`src/rtl/mole_hit_detector.sv`:
```
// Whack-a-mole hit detector: sync + debounce slide switches, judge whacks against lit LEDs, keep score.
// Latency: a stable switch change is judged within 2*DEBOUNCE_CYCLES+5 clks; outputs are Moore (registered state).
// No backpressure; MISS_PENALTY_EN makes each miss subtract one point (floored at 0).
module mole_hit_detector #(
    parameter int N_MOLES         = 18,
    parameter int DEBOUNCE_CYCLES = 50000,
    parameter int SCORE_W         = 8
) (
    input  logic               clk,
    input  logic               reset,
    input  logic [N_MOLES-1:0] SW,
    input  logic [N_MOLES-1:0] leds,
    input  logic               active,
    output logic               hit,
    output logic               miss,
    output logic [4:0]         hit_index,
    output logic [SCORE_W-1:0] score,
    output logic               done
);
    localparam int PW = (DEBOUNCE_CYCLES > 1) ? $clog2(DEBOUNCE_CYCLES) : 1;

    typedef enum logic [2:0] {IDLE, WINDOW, HIT, MISS, DONE} state_t;

    state_t             state, state_nxt;
    logic [PW-1:0]      pre_cnt;
    logic               tick;
    logic [N_MOLES-1:0] sync1, sync2;
    logic [N_MOLES-1:0] sample_q, deb_q;
    logic [1:0]         init_cnt;
    logic               init_done;
    logic [N_MOLES-1:0] toggle;
    logic [N_MOLES-1:0] lit_toggle;
    logic [4:0]         idx_nxt;

    assign tick      = (pre_cnt == PW'(DEBOUNCE_CYCLES - 1));
    assign init_done = (init_cnt == 2'd2);

    always_ff @(posedge clk) begin
        if (!reset) begin
            pre_cnt <= '0;
            sync1   <= '0;
            sync2   <= '0;
        end else begin
            pre_cnt <= tick ? '0 : pre_cnt + PW'(1);
            sync1   <= SW;
            sync2   <= sync1;
        end
    end

    // A bit moves only when two consecutive tick samples agree and differ from the debounced value.
    assign toggle = (tick && init_done) ? (~(sync2 ^ sample_q) & (sync2 ^ deb_q)) : '0;

    always_ff @(posedge clk) begin
        if (!reset) begin
            sample_q <= '0;
            deb_q    <= '0;
            init_cnt <= '0;
        end else if (tick) begin
            sample_q <= sync2;
            if (!init_done) begin
                deb_q    <= sync2;
                init_cnt <= init_cnt + 2'd1;
            end else begin
                deb_q <= deb_q ^ toggle;
            end
        end
    end

    assign lit_toggle = toggle & leds;

    always_comb begin
        idx_nxt = '0;
        for (int i = N_MOLES - 1; i >= 0; i--) begin
            if (lit_toggle[i]) idx_nxt = 5'(i);
        end
    end

    // A toggle outranks active falling in the same WINDOW cycle.
    always_comb begin
        state_nxt = state;
        case (state)
            IDLE:    if (active) state_nxt = WINDOW;
            WINDOW: begin
                if (|lit_toggle)  state_nxt = HIT;
                else if (|toggle) state_nxt = MISS;
                else if (!active) state_nxt = MISS;
            end
            HIT:     state_nxt = DONE;
            MISS:    state_nxt = DONE;
            DONE:    if (!active) state_nxt = IDLE;
            default: state_nxt = IDLE;
        endcase
    end

    always_ff @(posedge clk) begin
        if (!reset) begin
            state     <= IDLE;
            hit_index <= '0;
            score     <= '0;
        end else begin
            state <= state_nxt;
            if (state == WINDOW && state_nxt == HIT) begin
                hit_index <= idx_nxt;
                if (score != {SCORE_W{1'b1}}) score <= score + SCORE_W'(1);
            end
`ifdef MISS_PENALTY_EN
            if (state == WINDOW && state_nxt == MISS && score != '0)
                score <= score - SCORE_W'(1);
`endif
        end
    end

    assign hit  = (state == HIT);
    assign miss = (state == MISS);
    assign done = (state == DONE);

endmodule

```
`config.mk`:
```
export PLATFORM = sky130hd
export DESIGN_NAME = mole_hit_detector
export DESIGN_NICKNAME = d
export VERILOG_FILES = /design/src/rtl/mole_hit_detector.sv
export SDC_FILE = /design/constraint.sdc
export NUM_CORES = 1
export LEC_CHECK = 0
export BUFFER_PORTS_ARGS = -buffer_cell sky130_fd_sc_hd__buf_4
export CELL_PAD_IN_SITES_DETAIL_PLACEMENT = 1
export CELL_PAD_IN_SITES_GLOBAL_PLACEMENT = 1
export CORE_MARGIN = 1
export CORE_UTILIZATION = 43
export DETAILED_ROUTE_END_ITERATION = 10
export HOLD_SLACK_MARGIN = 0.08
export MAX_ROUTING_LAYER = met4
export PLACE_DENSITY = 0.87
export SYNTH_ARGS = -nofsm -noshare
export SYNTH_HDL_FRONTEND = slang
export SYNTH_SLANG_ARGS = --single-unit
export TNS_END_PERCENT = 100
```
`constraint.sdc`:
```
create_clock -name clk -period 2.7 [get_ports clk]
set_clock_uncertainty 0.15 [all_clocks]
set_input_delay 0.27 -clock clk [delete_from_list [all_inputs] [get_ports clk]]
set_output_delay 0.27 -clock clk [all_outputs]
set_load 0.02 [all_outputs]
```
# Word level (Yosys, flattened, before mapping)
# Cells that the tools add are included.
# classes
addsub,3
eq_ne,8
muxes,26
bitwise_logic,8
reduce_logical,9
# op_table
op,n
$mux 5,18
$xor 18x18->18,3
$and 18x18->18,2
$mux 18,2
$reduce_or 18->1,2
$not 18->18,1
$add 16x1->16 const B,1
$eq 16x16->1 const B,1
$mux 3,5
$pmux 3 s4,1
$eq 3x2->1 const B,3
$add 8x1->8 const B,1
$ne 8x8->1 const B,1
$reduce_and 2->1,2
$reduce_or 2->1,2
$eq 3x1->1 const B,1
$eq 3x3->1 const B,1
$logic_not 3->1,1
$add 2x1->2 const B,1
$eq 2x2->1 const B,1
$logic_and 1x1->1,2
$not 1->1,2
# totals
ff_bits,106
input_bits,39
out_inout_bits,16
wordCells,63

# Longest topological paths before layout
# Gate-level depths: netlist of the first run.
# logic_depth
depth_word,23
ltp_mapped,9
ltp_nobuf,8

# Worst setup path after synthesis of the first run
# Ideal clock, no wire load.
# synth_path
kind,register -> register
from,register pre_cnt[12]
to,register hit_index[4]
setup_ns,0.072
t_arrival_ns,2.085
t_required_ns,2.478
path_slack_ns,0.393
stages_incl_launch_ff,7
n_path_buf,0
synth_period_minus_slack_ns,2.307
path_cell_list,dfxtp_1 > or4_4 > nor4_2 > and3_1 > nor3b_4 > or4b_1 > mux2i_1
# synth_via
elab_chain_len,22
word_cells_on_any_way,29
classes_between,eq/ne (2); mux (22); bitwise (1); reduce/logical (4)
# synth_rtl
item,line_no,text
"start, declared",25,logic [PW-1:0] pre_cnt;
"start signal, assigned",44,pre_cnt <= tick ? '0 : pre_cnt + PW'(1);
$eq 16x16->1 *,35,assign tick = (pre_cnt == PW'(DEBOUNCE_CYCLES - 1));
$logic_and 1x1->1 *,51,assign toggle = (tick && init_done) ? (~(sync2 ^ sample_q) & (sync2 ^ deb_q)) : '0;
$mux 18 *,51,
$and 18x18->18,69,assign lit_toggle = toggle & leds;
$mux 5 (18 in a row),74,if (lit_toggle[i]) idx_nxt = 5'(i);
"end signal, assigned",103,hit_index <= idx_nxt;
"end, declared",16,"output logic [4:0] hit_index,"
# Every way passes the cells marked *; elsewhere a longest branch is shown, timed or not.
# A chain may end at the register's enable or synchronous reset.

# Worst setup path after layout of the first run
# layout_path
from,register pre_cnt[5]
to,register hit_index[4]
# The elaborated chain is that of the path after synthesis.

==> flow_summary.rst, run 1 <==
.. list-table::
   :header-rows: 1

   * - Metric
     - Value
   * - Clock transition at the registers of the reported paths
     - 110 ps
   * - Global-route track usage on met2
     - 0.4418
   * - Number of nets in the layout
     - 706
   * - Cell area after technology mapping
     - 4797 sq um
   * - XOR/XNOR Fraction of Synth Area
     - 0.02556
   * - Final critical-path required period
     - 2589 ps
   * - Critical path start-end classification
     - reg2reg
   * - Beginning of the worst register-to-register path
     - pre_cnt[5]
   * - Post-Syn Instances
     - 590
   * - Total Routing Usage GR
     - 0.2535
   * - Most instantiated flip-flop cell in the synthesis netlist
     - sky130_fd_sc_hd__dfxtp_1
   * - Final weighted congestion of routability-driven global placement
     - 0.8150
   * - Starting DRC count in detailed routing
     - 156
   * - Maximum single-stage delay on the critical path
     - 590 ps
   * - Synth Warn #
     - 0
   * - DP HPWL
     - 9660 microns
   * - Register area share after synthesis
     - 0.4424
   * - CTS tree
     - done
   * - Grt met3 use
     - 0.06114
   * - Antenna violations before repair
     - 0
   * - Worst-case clock buffer depth
     - 2
   * - MaxCap Viol Count
     - 0
   * - Maximum clock frequency
     - 0.3863 GHz
   * - Core footprint
     - 10840 sq um
   * - Wire length per cell
     - 16.54 microns
   * - R2R Path End
     - hit_index[4]
   * - Final number of max-transition violations
     - 0
   * - Post-Syn Area per Cell
     - 8.131 sq um
   * - Root buffer cell
     - sky130_fd_sc_hd__clkbuf_8
   * - Clock latency of the later-clocked register in the worst-skew pair
     - 390 ps
   * - Library cell contributing the largest single delay on the critical path
     - sky130_fd_sc_hd__or4bb_1
   * - Share of cell area taken by muxes after synthesis
     - 0.02295
   * - Number of enable-type register cells in the synthesized netlist
     - 0
   * - Flop2flop setup slack
     - 110 ps
   * - Routing layer with the top usage in global route
     - met2
   * - Ordered list of cells on the worst path
     - or4bb_1 -> nor4_2 -> and3_1 -> nor3b_4 -> or4b_1 -> mux2i_1
   * - Number of setup violations in the final report
     - 0
   * - Final Core Density
     - 0.5349
   * - Async SR Flop Fraction
     - 0
   * - Die area
     - 11580 sq um
   * - Synth-to-Final Area Change
     - 20.87%
   * - Unrepaired setup endpoints after global routing
     - no
   * - Critical Path Fanout Max
     - 4
   * - Average via count per standard cell
     - 5.588
   * - Critical path launch point type
     - register
   * - Quantity of I/O buffers inserted on ports
     - 54
   * - Global-route wire length before repair
     - 22200 microns
   * - Overall power
     - 0.002775 W
   * - Die boundary height
     - 107.6 microns
   * - Leading cell types by total area after synthesis
     - sky130_fd_sc_hd__dfxtp_1 44%, sky130_fd_sc_hd__nand2_1 12%, sky130_fd_sc_hd__and2_1 5.1%
   * - Worst voltage drop across the vdd grid
     - 0.3385 mV
   * - Combined buffer and inverter count along the critical path
     - 0
   * - R2R cell count
     - 6
   * - Data arrival at the endpoint of the critical path
     - 2760 ps
   * - Share of the cycle needed by the critical path after routing
     - 0.9587
   * - Hold Path Class
     - in2reg
   * - Total number of placement rows
     - 38
   * - Slew Limit Headroom
     - 0.5681
   * - GRT Residual Overflow
     - 0
   * - Adder-cell share of the synthesized area
     - 0.007825
   * - Met1 capacity usage during global routing
     - 0.2866
   * - X dimension of the die
     - 107.6 microns
   * - Cell depth of the worst min-delay path
     - 4
   * - Number of remaining DRC errors
     - 0
   * - Final Hold Vio Count
     - 0
   * - Number of clock buffers inserted by TritonCTS
     - 9
   * - Fraction of final layout cells sized beyond drive strength 1
     - 0.1435
   * - Boundary pin count
     - 55
   * - Maximum number of pins on one net before global-route repair
     - 59
   * - Leakage power
     - 2.256 nW
   * - Worst path required time
     - 2870 ps
   * - Total routed wirelength
     - 13380 microns
   * - Total inserted antenna cells
     - 0
   * - Initial cell density of the core
     - 0.4425
   * - Flop and latch count out of synthesis
     - 106
   * - Total vias in the final route
     - 4521
   * - Least-Margin Pin Slew
     - 642.4 ps
   * - Worst setup EP type
     - register
   * - Status
     - finished clean
   * - Cell Pwr Density
     - 478.6 nW/um^2
   * - Unique cell type count in the Yosys netlist
     - 61
   * - Residual antenna-violating net count after detailed routing
     - 0
   * - Deepest level of the CTS H-tree
     - 3
   * - Largest family of logic cells by synthesized area
     - simple AND/OR/NAND/NOR gates
   * - Area share of the largest cell type after synthesis
     - 0.4424
   * - Via count of the first global-routing pass
     - 4727
   * - Number of optimization iterations in the first detailed-route pass
     - 4
   * - TritonCTS Sinks
     - 106
   * - Cell taking the most area after synthesis
     - sky130_fd_sc_hd__dfxtp_1
   * - Hold path startpoint
     - leds[6]
   * - Post-synthesis compound-gate area fraction
     - 0.1502
   * - Family with the most delay on the worst path
     - simple AND/OR/NAND/NOR gates
   * - Number of nets produced by synthesis
     - 632
   * - End point of the most critical hold path
     - hit_index[3]
   * - Post-Synth Simple-Gate Area
     - 0.3279
==> routing by layer <==
layer | share of wire | up-vias
met5 | 0 | -
met2 | 0.50 | 81
li1 | - | 2196
met4 | 0.016 | 0
met3 | 0.039 | 18
met1 | 0.45 | 2226
==> cell usage in the layout, fill, tap and decap left out, types with 2 or more instances in the layout <==
cell type                       netlist  layout
sky130_fd_sc_hd__a211oi_1             5       5
sky130_fd_sc_hd__nand2b_1            19      19
sky130_fd_sc_hd__xor2_1               8       8
sky130_fd_sc_hd__and4b_1              2       2
sky130_fd_sc_hd__and2_1              39      39
sky130_fd_sc_hd__clkinv_2             0       2
sky130_fd_sc_hd__dfxtp_1            106     106
sky130_fd_sc_hd__nor2b_1              2       2
sky130_fd_sc_hd__mux2i_1             11      11
sky130_fd_sc_hd__ha_1                 3       3
sky130_fd_sc_hd__nor2_1              29      29
sky130_fd_sc_hd__nor4_1               5       4
sky130_fd_sc_hd__or2_2                2       2
sky130_fd_sc_hd__and3_1               7       7
sky130_fd_sc_hd__a21oi_1             27      27
sky130_fd_sc_hd__o311ai_0             2       2
sky130_fd_sc_hd__xnor2_1              6       6
sky130_fd_sc_hd__o21ai_0             27      27
sky130_fd_sc_hd__a31o_2               2       2
sky130_fd_sc_hd__nand4b_1             5       5
sky130_fd_sc_hd__nor3_1               5       5
sky130_fd_sc_hd__nor4_2               1       2
sky130_fd_sc_hd__nand3_1              9       9
sky130_fd_sc_hd__inv_1                4       4
sky130_fd_sc_hd__nor3b_1              6       6
sky130_fd_sc_hd__a21o_1               2       2
sky130_fd_sc_hd__nand2_1            154     153
sky130_fd_sc_hd__clkinv_4             0       2
sky130_fd_sc_hd__and3b_1              5       5
sky130_fd_sc_hd__buf_4                1      65
sky130_fd_sc_hd__o31ai_1              5       5
sky130_fd_sc_hd__o21a_1               2       2
sky130_fd_sc_hd__dlygate4sd3_1        0      19
sky130_fd_sc_hd__o22ai_1             10      10
sky130_fd_sc_hd__nand4_1              7       7
sky130_fd_sc_hd__a31oi_1             21      21
sky130_fd_sc_hd__or3_1                4       4
sky130_fd_sc_hd__clkbuf_8             0       9
==> worst max path at each step <==
stage	startpoint	cells past startpoint	endpoint	slack [ps]
floorplan	pre_cnt[12]	6	hit_index[4]	390
global placement	deb_q[7]	7	score[2]	80
detailed placement	deb_q[7]	7	score[2]	-100
CTS	deb_q[7]	7	score[2]	60
global route	deb_q[1]	7	score[2]	20
finish	pre_cnt[5]	6	hit_index[4]	110
==> sequential cells by signal, indices dropped and copies added, names as in the netlist <==
name	count
deb_q	18
hit_index	5
init_cnt	2
pre_cnt	16
sample_q	18
score	8
state	3
sync1	18
sync2	18
==> Yosys cell counts, types with 3 or more instances <==
master,instances
sky130_fd_sc_hd__nor3b_1,6
sky130_fd_sc_hd__xnor2_1,6
sky130_fd_sc_hd__nand4_1,7
sky130_fd_sc_hd__nor2_1,29
sky130_fd_sc_hd__o31ai_1,5
sky130_fd_sc_hd__a211oi_1,5
sky130_fd_sc_hd__mux2i_1,11
sky130_fd_sc_hd__a21oi_1,27
sky130_fd_sc_hd__and3_1,7
sky130_fd_sc_hd__or3_1,4
sky130_fd_sc_hd__nand4b_1,5
sky130_fd_sc_hd__o21ai_0,27
sky130_fd_sc_hd__ha_1,3
sky130_fd_sc_hd__nor3_1,5
sky130_fd_sc_hd__and3b_1,5
sky130_fd_sc_hd__and2_1,39
sky130_fd_sc_hd__o22ai_1,10
sky130_fd_sc_hd__buf_2,5
sky130_fd_sc_hd__nand3_1,9
sky130_fd_sc_hd__nand2b_1,19
sky130_fd_sc_hd__dfxtp_1,106
sky130_fd_sc_hd__xor2_1,8
sky130_fd_sc_hd__inv_1,4
sky130_fd_sc_hd__clkbuf_1,16
sky130_fd_sc_hd__nor4_1,5
sky130_fd_sc_hd__nand2_1,154
sky130_fd_sc_hd__a31oi_1,21
==> worst reg2reg max path: cells and delay by family (launching register included) <==
family	cells	cell delay, ps
AND/OR/NAND/NOR	5	1850
flip-flops	1	350
multiplexers	1	170
==> per-stage QoR <==
step | worst slack (ps) | TNS [ps] | area, sq um | hold WS (ps) | cells
final | 111.4 | 0 | 5798 | 133.8 | 809
after CTS | 63.93 | 0 | 5783 | 128.7 | 808
after detailed placement | -103.2 | -645.4 | 5386 | 271.0 | 773
after global placement | 80.64 | 0 | 5386 | 263.1 | 773
after global routing | 17.84 | 0 | 5798 | 123.2 | 809
after floorplan | 393.1 | 0 | 4797 | 215.5 | 590
==> report_power, final <==
| part | total [W] | internal (W) | switching, W |
|---|---|---|---|
| Sequential | 0.00162 | 0.00159 | 0.0000230 |
| Combinational | 0.000147 | 0.0000829 | 0.0000644 |
| Clock | 0.00101 | 0.000436 | 0.000575 |
==> logic make-up after synthesis <==
| family | count (synthesis) |
|---|---|
| flip-flops | 106 |
| adder cells (fa/ha/maj) | 3 |
| AND/OR/NAND/NOR | 313 |
| XOR/XNOR | 14 |
| buffers and inverters | 27 |
| AO/OA/AOI/OAI | 116 |
| multiplexers | 11 |
==> area by class of cell <==
cell class / count / area [sq um]
Fill cell: 1300 / 5042
Multi-Input combinational cell: 457 / 2579
Sequential cell: 106 / 2122
Timing Repair Buffer: 85 / 698.2
Tap cell: 140 / 175.2
Clock buffer: 9 / 123.9
Clock inverter: 7 / 81.33
Inverter: 5 / 18.77
==> timing repair <==
action | 4_1_cts | 5_1_grt
gates resized for setup | 1 | 2
buffers inserted | 0 | 1
gates cloned | 0 | 0
hold buffers | 19 | 0
endpoints found under the setup margin | 12 | 16
endpoints found under the hold margin | 20 | 0
Note: power is estimated with default switching activity, not from simulation.
==> run 2: changes to the inputs <==
--- a/config.mk
+++ b/config.mk
@@ -8,7 +8,7 @@
 export BUFFER_PORTS_ARGS = -buffer_cell sky130_fd_sc_hd__buf_4
 export CELL_PAD_IN_SITES_DETAIL_PLACEMENT = 1
 export CELL_PAD_IN_SITES_GLOBAL_PLACEMENT = 1
-export CORE_MARGIN = 1
+export CORE_MARGIN = 5
 export CORE_UTILIZATION = 43
 export DETAILED_ROUTE_END_ITERATION = 10
 export HOLD_SLACK_MARGIN = 0.08
==> constraint.sdc (replaced) <==
create_clock -name clk -period 2.7 [get_ports clk]
set_clock_uncertainty 0.15 [all_clocks]
set_input_delay 0.27 -clock clk [delete_from_list [all_inputs] [get_ports clk]]
set_output_delay 0.27 -clock clk [all_outputs]
set_load 0.01 [all_outputs]
==> flow_summary.rst, run 2 (synthesis gave the netlist of run 1 again) <==
.. list-table::
   :header-rows: 1

   * - Metric
     - Value
   * - Global-route wire length before repair
     - 22410 microns
   * - Die boundary height
     - 115.6 microns
   * - Timing startpoint of the critical path
     - pre_cnt[12]
   * - Antenna violations before repair
     - 0
   * - Maximum number of pins on one net before global-route repair
     - 57
   * - Status
     - finished clean
   * - Post-Place Cell Area
     - 5379 sq um
   * - Total Routing Usage GR
     - 0.2163
   * - Via count of the first global-routing pass
     - 4663
   * - Beginning of the worst register-to-register path
     - pre_cnt[12]
   * - Synth-to-Final Area Change
     - 20.21%
   * - Critical path start-end classification
     - reg2reg
   * - Number of setup buffers added after CTS
     - 0
   * - Overall power
     - 0.002688 W
   * - Most frequent standard cell in the layout excluding fill and tap cells
     - sky130_fd_sc_hd__nand2_1
   * - GRT Residual Overflow
     - 0
   * - Die area
     - 13370 sq um
   * - Core footprint
     - 10890 sq um
   * - Final Hold Vio Count
     - 0
   * - Residual antenna-violating net count after detailed routing
     - 0
   * - Share of the cycle needed by the critical path after routing
     - 0.9468
   * - Total routed wirelength
     - 13480 microns
   * - Final Core Density
     - 0.5296
   * - Maximum clock frequency
     - 0.3912 GHz
   * - Final number of max-transition violations
     - 0
   * - Number of optimization iterations in the first detailed-route pass
     - 4
   * - Combined buffer and inverter count along the critical path
     - 0
   * - Cell Pwr Density
     - 466.2 nW/um^2
   * - Fill count
     - 1322
   * - Part of the total power dissipated in sequential elements
     - 0.601
   * - Clock transition at the registers of the reported paths
     - 110 ps
   * - Least-Margin Pin Slew
     - 710.0 ps
   * - CTS tree
     - done
   * - Sw power
     - 0.0006682 W
   * - MaxCap Viol Count
     - 0
   * - Commonest cells after routing, fill and taps aside
     - 154 x sky130_fd_sc_hd__nand2_1, 106 x sky130_fd_sc_hd__dfxtp_1, 63 x sky130_fd_sc_hd__buf_4
   * - Fraction of final layout cells sized beyond drive strength 1
     - 0.1409
   * - Worst voltage drop across the vdd grid
     - 0.4461 mV
   * - Data arrival at the endpoint of the critical path
     - 2740 ps
   * - Quantity of I/O buffers inserted on ports
     - 54
   * - Hold Path Class
     - in2reg
   * - Switching share of power
     - 0.2485
   * - Library cell contributing the largest single delay on the critical path
     - sky130_fd_sc_hd__or4_4
   * - Total vias in the final route
     - 4464
   * - Worst path required time
     - 2880 ps
   * - Critical Path Fanout Max
     - 4
   * - Total inserted antenna cells
     - 0
   * - Final design instance area without fill
     - 5767 sq um
   * - Boundary pin count
     - 55
   * - Number of setup violations in the final report
     - 0
   * - Maximum single-stage delay on the critical path
     - 580 ps
   * - Number of clock buffers inserted by TritonCTS
     - 9
   * - Unrepaired setup endpoints after global routing
     - no
   * - Slew Limit Headroom
     - 0.5226
   * - Average via count per standard cell
     - 5.532
   * - Final critical-path required period
     - 2556 ps
   * - Starting DRC count in detailed routing
     - 225
   * - Initial cell density of the core
     - 0.4406
   * - Ordered list of cells on the worst path
     - or4_4 -> nor4_2 -> and3_1 -> nor3b_4 -> or4b_1 -> mux2i_1
   * - Comb pwr share
     - 0.055
   * - Leakage power
     - 2.241 nW
   * - Wire length per cell
     - 16.71 microns
   * - DP HPWL
     - 9594 microns
   * - Clock latency of the later-clocked register in the worst-skew pair
     - 390 ps
   * - X dimension of the die
     - 115.6 microns
   * - Root buffer cell
     - sky130_fd_sc_hd__clkbuf_8
   * - Family with the most delay on the worst path
     - simple AND/OR/NAND/NOR gates
   * - Number of remaining DRC errors
     - 0
   * - Critical path launch point type
     - register
   * - Hold path startpoint
     - leds[6]
   * - Total number of placement rows
     - 38
   * - Worst setup EP type
     - register
   * - Internal cell power
     - 0.002020 W
   * - Number of nets in the layout
     - 705
   * - Part of the power in the clock network
     - 0.343
   * - Deepest level of the CTS H-tree
     - 3
   * - Final weighted congestion of routability-driven global placement
     - 0.8261
   * - Worst-case clock buffer depth
     - 2
   * - TritonCTS Sinks
     - 106
run 2: final cells by class:
class                           instances  area (sq um)  share of cell area
Inverter                                5         18.77            0.003255
Clock inverter                          6         50.05            0.008679
Timing Repair Buffer                   84         693.2              0.1202
Clock buffer                            9         123.9             0.02148
Tap cell                              140         175.2             0.03038
Multi-Input combinational cell        457          2584              0.4480
Sequential cell                       106          2122              0.3680
run 2: worst register-to-register path, stage by stage (launching register included):
cell	delay [ps]
sky130_fd_sc_hd__dfxtp_1	350
sky130_fd_sc_hd__or4_4	580
sky130_fd_sc_hd__nor4_2	350
sky130_fd_sc_hd__and3_1	230
sky130_fd_sc_hd__nor3b_4	260
sky130_fd_sc_hd__or4b_1	460
sky130_fd_sc_hd__mux2i_1	140
run 2: worst paths after layout:
check             slack (ps)           end  cells past startpoint
setup / recovery         140  hit_index[4]                      6
hold / removal           140  hit_index[3]                      4
hold reg to reg          290     sync2[13]                      1
setup reg to reg         140  hit_index[4]                      6
run 2: power by group through the flow:
| stage | clock (W) | sequential (W) | combinational (W) |
|---|---|---|---|
| after floorplan | 0 | 0.00164 | 0.0000561 |
| after global placement | 0 | 0.00165 | 0.000122 |
| after detailed placement | 0 | 0.00165 | 0.000127 |
| after CTS | 0.000945 | 0.00162 | 0.000150 |
| after global routing | 0.00101 | 0.00162 | 0.000163 |
| final | 0.000923 | 0.00162 | 0.000149 |
run 2: what timing repair did:
action / CTS / global route
gates cloned: 0 / 0
gates resized for setup: 1 / 3
setup endpoints to repair: 9 / 14
hold endpoints to repair: 21 / 0
hold buffers: 20 / 0
pin swaps: 0 / 1
run 2: metrics by stage:
step	worst slack (ps)	cells	hold slack, ps	TNS [ps]
2_1_floorplan	393.1	590	215.5	0
3_3_place_gp	81.90	772	265.8	0
3_5_place_dp	-74.14	772	276.3	-226.2
4_1_cts	77.95	807	143.7	0
5_1_grt	11.39	807	136.0	0
6_report	143.7	807	136.3	0
run 2: metal layers:
metal | global-route usage | wire length (microns) | vias to the layer above
met1 | 0.2562 | 6079 | 2195
met4 | 0.04718 | 131 | 0
met2 | 0.3781 | 6831 | 57
li1 | - | - | 2202
met3 | 0.04700 | 441 | 10
met5 | - | 0 | -
